File: src/rtl/mouse_pkg.sv
// mouse_pkg: shared PS/2 mouse decoder types and flag-byte bit positions
package mouse_pkg;
  typedef enum logic [1:0] {IDLE, DATA, PARITY, STOP} ps2_state_t;
  localparam int FLAG_LEFT    = 0;
  localparam int FLAG_ALWAYS1 = 3;
  localparam int FLAG_XSIGN   = 4;
  localparam int FLAG_XOVF    = 6;
  localparam int PKT_BYTES    = 3;
endpackage

File: src/rtl/ps2_byte_receiver.sv
// ps2_byte_receiver: synchronises PS/2 pins and deserialises 11-bit frames (odd parity enforced under PS2_PARITY_CHECK_EN)
module ps2_byte_receiver
  import mouse_pkg::*;
#(
  parameter int TIMEOUT_CYCLES = 5000
) (
  input  logic       clock,
  input  logic       reset_,
  input  logic       ps2_clk,
  input  logic       ps2_data,
  output logic [7:0] byte_data,
  output logic       byte_valid,
  output logic       byte_error
);
  localparam int TW = $clog2(TIMEOUT_CYCLES + 1);
  localparam logic [TW-1:0] T_LIM = TW'(TIMEOUT_CYCLES);
  ps2_state_t state, state_n;
  logic [2:0] clk_sync;
  logic [1:0] dat_sync;
  logic [2:0] bit_cnt;
  logic [7:0] shift;
  logic parity_bit;
  logic [TW-1:0] timer;
  logic fall, data_bit, timeout, par_ok;
  assign data_bit = dat_sync[1];
  assign fall = clk_sync[2] & ~clk_sync[1];
  assign timeout = (state != IDLE) && (timer == T_LIM);
  assign byte_data = shift;
`ifdef PS2_PARITY_CHECK_EN
  assign par_ok = ^{shift, parity_bit};
`else
  assign par_ok = ^{shift, parity_bit} | 1'b1;
`endif
  // pin synchronisers (idle-high) and previous-clock copy for edge detect
  always_ff @(posedge clock)
    if (reset_) begin
      clk_sync <= 3'b111;
      dat_sync <= 2'b11;
    end else begin
      clk_sync <= {clk_sync[1:0], ps2_clk};
      dat_sync <= {dat_sync[0], ps2_data};
    end
  // state register, bit shifter and inactivity timer
  always_ff @(posedge clock)
    if (reset_) begin
      state      <= IDLE;
      bit_cnt    <= '0;
      shift      <= '0;
      parity_bit <= 1'b0;
      timer      <= '0;
    end else begin
      state <= state_n;
      timer <= (fall || state == IDLE) ? '0 : timer + 1'b1;
      if (fall && !timeout) begin
        if (state == IDLE) bit_cnt <= '0;
        if (state == DATA) begin
          shift   <= {data_bit, shift[7:1]};
          bit_cnt <= bit_cnt + 1'b1;
        end
        if (state == PARITY) parity_bit <= data_bit;
      end
    end
  // next state and byte handshake; timeout beats a coincident edge
  always_comb begin
    state_n    = state;
    byte_valid = 1'b0;
    byte_error = 1'b0;
    if (timeout) begin
      state_n    = IDLE;
      byte_error = 1'b1;
    end else if (fall) begin
      case (state)
        IDLE:    state_n = data_bit ? IDLE : DATA;
        DATA:    state_n = (bit_cnt == 3'd7) ? PARITY : DATA;
        PARITY:  state_n = STOP;
        default: begin
          state_n    = IDLE;
          byte_valid = data_bit & par_ok;
          byte_error = ~(data_bit & par_ok);
        end
      endcase
    end
  end
endmodule

File: src/rtl/ps2_mouse_decoder.sv
// ps2_mouse_decoder: assembles 3-byte PS/2 mouse packets into a saturating X position and left-button state
module ps2_mouse_decoder
  import mouse_pkg::*;
#(
  parameter int MAX_X          = 639,
  parameter int RESET_X        = 0,
  parameter int TIMEOUT_CYCLES = 5000
) (
  input  logic        clock,
  input  logic        reset_,
  input  logic        ps2_clk,
  input  logic        ps2_data,
  output logic [15:0] mouse_x,
  output logic        mouse_pressed_,
  output logic        packet_valid,
  output logic        frame_error
);
  localparam logic signed [17:0] MAX_S = 18'(MAX_X);
  logic [7:0] byte_data, x_mag;
  logic byte_valid, byte_error;
  logic [1:0] idx;
  logic f_left, f_sign, f_ovf;
  logic signed [17:0] sum;
  logic [15:0] x_next;
  ps2_byte_receiver #(.TIMEOUT_CYCLES(TIMEOUT_CYCLES)) u_rx (
    .clock      (clock),
    .reset_     (reset_),
    .ps2_clk    (ps2_clk),
    .ps2_data   (ps2_data),
    .byte_data  (byte_data),
    .byte_valid (byte_valid),
    .byte_error (byte_error)
  );
  // signed delta applied to the current position, clamped to 0..MAX_X
  always_comb begin
    sum    = $signed({2'b00, mouse_x}) + $signed({{10{f_sign}}, x_mag});
    x_next = (sum < 0) ? 16'd0 : (sum > MAX_S) ? MAX_S[15:0] : sum[15:0];
  end
  // packet index, captured flags and output updates on the last byte
  always_ff @(posedge clock)
    if (reset_) begin
      mouse_x        <= 16'(RESET_X);
      mouse_pressed_ <= 1'b0;
      packet_valid   <= 1'b0;
      frame_error    <= 1'b0;
      idx            <= '0;
      f_left         <= 1'b0;
      f_sign         <= 1'b0;
      f_ovf          <= 1'b0;
      x_mag          <= '0;
    end else begin
      packet_valid <= 1'b0;
      frame_error  <= byte_error;
      if (byte_error) idx <= '0;
      else if (byte_valid) begin
        if (idx == 2'd0) begin
          if (byte_data[FLAG_ALWAYS1]) begin
            f_left <= byte_data[FLAG_LEFT];
            f_sign <= byte_data[FLAG_XSIGN];
            f_ovf  <= byte_data[FLAG_XOVF];
            idx    <= 2'd1;
          end
        end else if (idx == 2'd1) begin
          x_mag <= byte_data;
          idx   <= 2'd2;
        end else if (idx == 2'(PKT_BYTES - 1)) begin
          mouse_pressed_ <= f_left;
          if (!f_ovf) mouse_x <= x_next;
          packet_valid <= 1'b1;
          idx          <= '0;
        end
      end
    end
endmodule

File: config.mk
export PLATFORM = sky130hd
export DESIGN_NAME = ps2_mouse_decoder
export DESIGN_NICKNAME = d
export VERILOG_FILES = /design/src/rtl/mouse_pkg.sv /design/src/rtl/ps2_byte_receiver.sv /design/src/rtl/ps2_mouse_decoder.sv
export SDC_FILE = /design/constraint.sdc
export NUM_CORES = 1
export LEC_CHECK = 0
export CELL_PAD_IN_SITES_DETAIL_PLACEMENT = 2
export CELL_PAD_IN_SITES_GLOBAL_PLACEMENT = 2
export CORE_MARGIN = 4
export CORE_UTILIZATION = 40
export DETAILED_ROUTE_END_ITERATION = 8
export DONT_BUFFER_PORTS = 1
export PLACE_DENSITY = 0.82
export SLEW_MARGIN = 30
export SYNTH_ARGS = -nofsm -noshare
export SYNTH_HDL_FRONTEND = slang
export SYNTH_HIERARCHICAL = 1
export SYNTH_SLANG_ARGS = --single-unit
File: constraint.sdc
create_clock -name clock -period 3.6 [get_ports clock]
set_clock_uncertainty 0.05 [all_clocks]
set_input_delay 0 -clock clock [delete_from_list [all_inputs] [get_ports clock]]
set_output_delay 0 -clock clock [all_outputs]
set_load 0.01 [all_outputs]
==> key figures <==
Run status
  – Status: completed

Final layout
  – Share of cells above drive strength 1: 11.1%
  – Commonest non-fill, non-tap cells in the layout: dfxtp_1, nor2_1, mux2i_1
  – P&R area growth vs syn: 11.1%
  – Diodes inserted: 0
  – Filler cells: around 930
  – Layout net count: 407
  – Finished Layout Cells: 491
  – Multi-input gate area: 2020 µm²
  – Commonest non-fill, non-tap cell in the layout: dfxtp_1
  – End-of-flow core utilization: 45.7%
  – Register Area: 1260 µm²

Clock network
  – Clock insertion delay at the later pin of the skew report: 0.34 ns
  – CTS tree: built
  – TritonCTS Buffers: 9
  – CTS HTree Levels: 3
  – Clock buffer depth: 2
  – Clock-pin transition on the worst setup and hold timing paths: approximately 0.08 ns
  – Root Buffer: clkbuf_8
  – Sinks on Clock Net: 63

STA
  – Post-route minimum period: 3.53 ns
  – Final Hold Vio Count: 0
  – Slew @ Worst Pin: 0.585 ns
  – Setup TNS: 0 ns
  – Max-slew violation total from the final report: 0
  – # setup viols final: 0
  – Max Fclk: 284 MHz
  – RSZ-0062 raised after global routing: yes
  – Fin crit share: 98.0%
  – Rel. slew slack: 60.8%

Setup path
  – Worst Path Max Fanout: 8
  – Critical Path AT: 3.70 ns
  – CP Data Required Time: approximately 3.8 ns
  – Critical path class: reg -> reg
  – Critical path capture point type: register
  – CP Launch Type: register

Power
  – Leak: around 1.6 nW
  – Maximum vdd drop: 0.226 mV
  – Pwr dens: 362 nW/µm²

Logic synthesis
  – Synth warnings: 6
  – Synthesized cell area: 3400 µm²
  – Synthesized flop and latch total: 63
  – Fraction of registers with async set or reset after synthesis: 0%
  – Simple-Gate Fraction of Synth Area: 22.3%
  – Seq/Total Area, Yosys: between 30% and 40%
  – Yosys cell types: 61
  – Post-Synth Adder-Cell Area: 8.32%
  – Syn_nets: 400
  – Post-Synth XOR/XNOR Area: 4.13%
  – Most used DFF post-synth: dfxtp_1
  – Largest family of logic cells by synthesized area: simple AND/OR/NAND/NOR gates
  – Multiplexer area fraction after synthesis: 7.40%
  – Post-Syn Instances: 374
  – Synthesized area per cell: 9.08 µm²
  – Compound-Gate Fraction of Synth Area: 16.6%
  – Post-synth EDFFs: 0

Detailed routing
  – Final ANT Viol Nets: 0
  – DRT Pass-1 Iters: 4
  – Routed len/inst: 18.3 µm
  – DRC: 0
  – Routed vias: 2767
  – Starting DRT DRC Count: 94
  – Drt via density: 5.64
  – WL final: approximately 9000 µm

Floorplan
  – Die area: 10000 µm²
  – Starting Density: 41.1%
  – Die Wd: 100 µm
  – Core Box Area: slightly above 8000 µm²
  – Die height: 100 µm
  – Rows: 33
  – IO Pins: 23

Place
  – Port Buffers: 0
  – Placed cell count: ~470
  – RePlAce Congestion: 0.797
  – Post-DP HPWL: 6390 µm

Job
  – Max capacitance violation total: 0

Global route
  – Largest net degree at the start of global routing: 51
  – Vias in the first global route: 3103
  – GRT overflow: 0
  – Total track usage: 19.3%
  – First-pass GRT wire length: 15500 µm
  – Initial antenna violation count: 0

Hold path
  – Tightest Hold Check Type: in -> reg
==> critical path, cell delays in order, from the launching register on <==
cell	delay (ns)
dfxtp_1	0.36
ha_1	0.23
inv_1	0.08
fa_1	0.20
and2b_1	0.23
o2111ai_2	0.22
a21oi_2	0.12
o311a_1	0.33
or3_1	0.31
a2111o_1	0.46
o31a_4	0.41
o31ai_1	0.30
a21oi_1	0.11
==> layout make-up <==
cell class / count / area share (%)
Timing Repair Buffer: 10 / 2.59
Inverter: 15 / 1.49
Clock inverter: 6 / 1.79
Clock buffer: 10 / 3.65
Multi-Input combinational cell: 282 / 53.6
Sequential cell: 63 / 33.4
Tap cell: 105 / 3.48
==> repair_timing <==
action                     CTS  global route
hold endpoints to repair    50             0
gates resized for setup      0             5
setup endpoints to repair    0            10
hold buffers                 5             0
setup buffers                0             1
==> synth_stat cells, types with 2 or more instances <==
library cell  count  share of area, %
a211oi_1          4              0.88
a21o_1            6               1.3
a21oi_1          21               3.1
a21oi_2           3              0.77
a32o_1            2              0.59
and2_1            8               1.5
and2b_1           2              0.44
and3_1            2              0.37
buf_2             2              0.29
buf_6             3              0.99
clkbuf_1          7              0.77
dfxtp_1          63                37
ha_1             21               7.7
inv_1            14               1.5
mux2i_1          24               7.1
nand2_1          20               2.2
nand2b_1         13               2.4
nand3_1          12               1.8
nand3b_1          2              0.44
nand4_1           3              0.55
nand4b_1          5               1.3
nor2_1           40               4.4
nor2_2            2              0.37
nor2b_1           2              0.37
nor3_1            8               1.2
nor4_1            2              0.37
o21a_1            3              0.66
o21ai_0          10               1.5
o21bai_1          3              0.66
o2bb2ai_1         2              0.52
o311a_1           2              0.59
o31a_1            3              0.77
o31ai_1           7               1.5
o41ai_1           3              0.77
or2_2             6               1.1
or3_1             5              0.92
xnor2_1          10               2.6
xor2_1            6               1.5
==> final timing paths <==
| kind | startpoint | end | slack [ns] | cells past startpoint |
|---|---|---|---|---|
| hold / removal | reset_ | u_rx/timer[1] | 0.1 | 2 |
| setup / recovery | mouse_x[0] | mouse_x[6] | 0.07 | 12 |
| setup reg to reg | mouse_x[0] | mouse_x[6] | 0.07 | 12 |
| hold reg to reg | u_rx/dat_sync[0] | u_rx/dat_sync[1] | 0.36 | 1 |
==> metrics by stage <==
step | instance area, µm² | setup slack (ns) | hold WS [ns] | power [mW]
3_3_place_gp | 3480 | 0.210 | 0.0327 | 0.727
3_5_place_dp | 3480 | 0.0821 | 0.0329 | 0.728
4_1_cts | 3740 | 0.0441 | 0.0912 | 1.39
2_1_floorplan | 3400 | 0.421 | 0.0538 | 0.731
5_1_grt | 3770 | -0.0684 | 0.177 | 1.43
6_report | 3770 | 0.0738 | 0.0957 | 1.37
==> power by group <==
group | switching, mW | internal, mW
Combinational | 0.0134 | 0.0105
Clock | 0.301 | 0.341
Sequential | 0.00139 | 0.699
Total | 0.316 | 1.05
==> kinds of logic after synthesis <==
group           count (synthesis)
flops                          63
compound gates                 80
buf+inv                        29
xor+xnor                       16
mux                            25
fa+ha+maj                      22
simple gates                  139
==> metal layers <==
layer / global-route usage (%) / wire, µm / up-vias
met5: 0 / 0 / -
met4: 7.25 / 125 / 0
met3: 3.27 / 227 / 10
met2: 34.9 / 4750 / 28
met1: 22.7 / 3910 / 1371
li1: - / - / 1358
==> state kept, by name, summed over array words and instances (netlist names) <==
register / cells
frame_error: 1
u_rx/byte_data: 8
mouse_pressed_: 1
idx: 2
mouse_x: 16
u_rx/timer: 13
f_left: 1
u_rx/bit_cnt: 3
u_rx/state: 2
u_rx/dat_sync: 2
u_rx/clk_sync: 3
packet_valid: 1
f_ovf: 1
x_mag: 8
f_sign: 1
No activity file was read; power rests on OpenSTA's default activity.
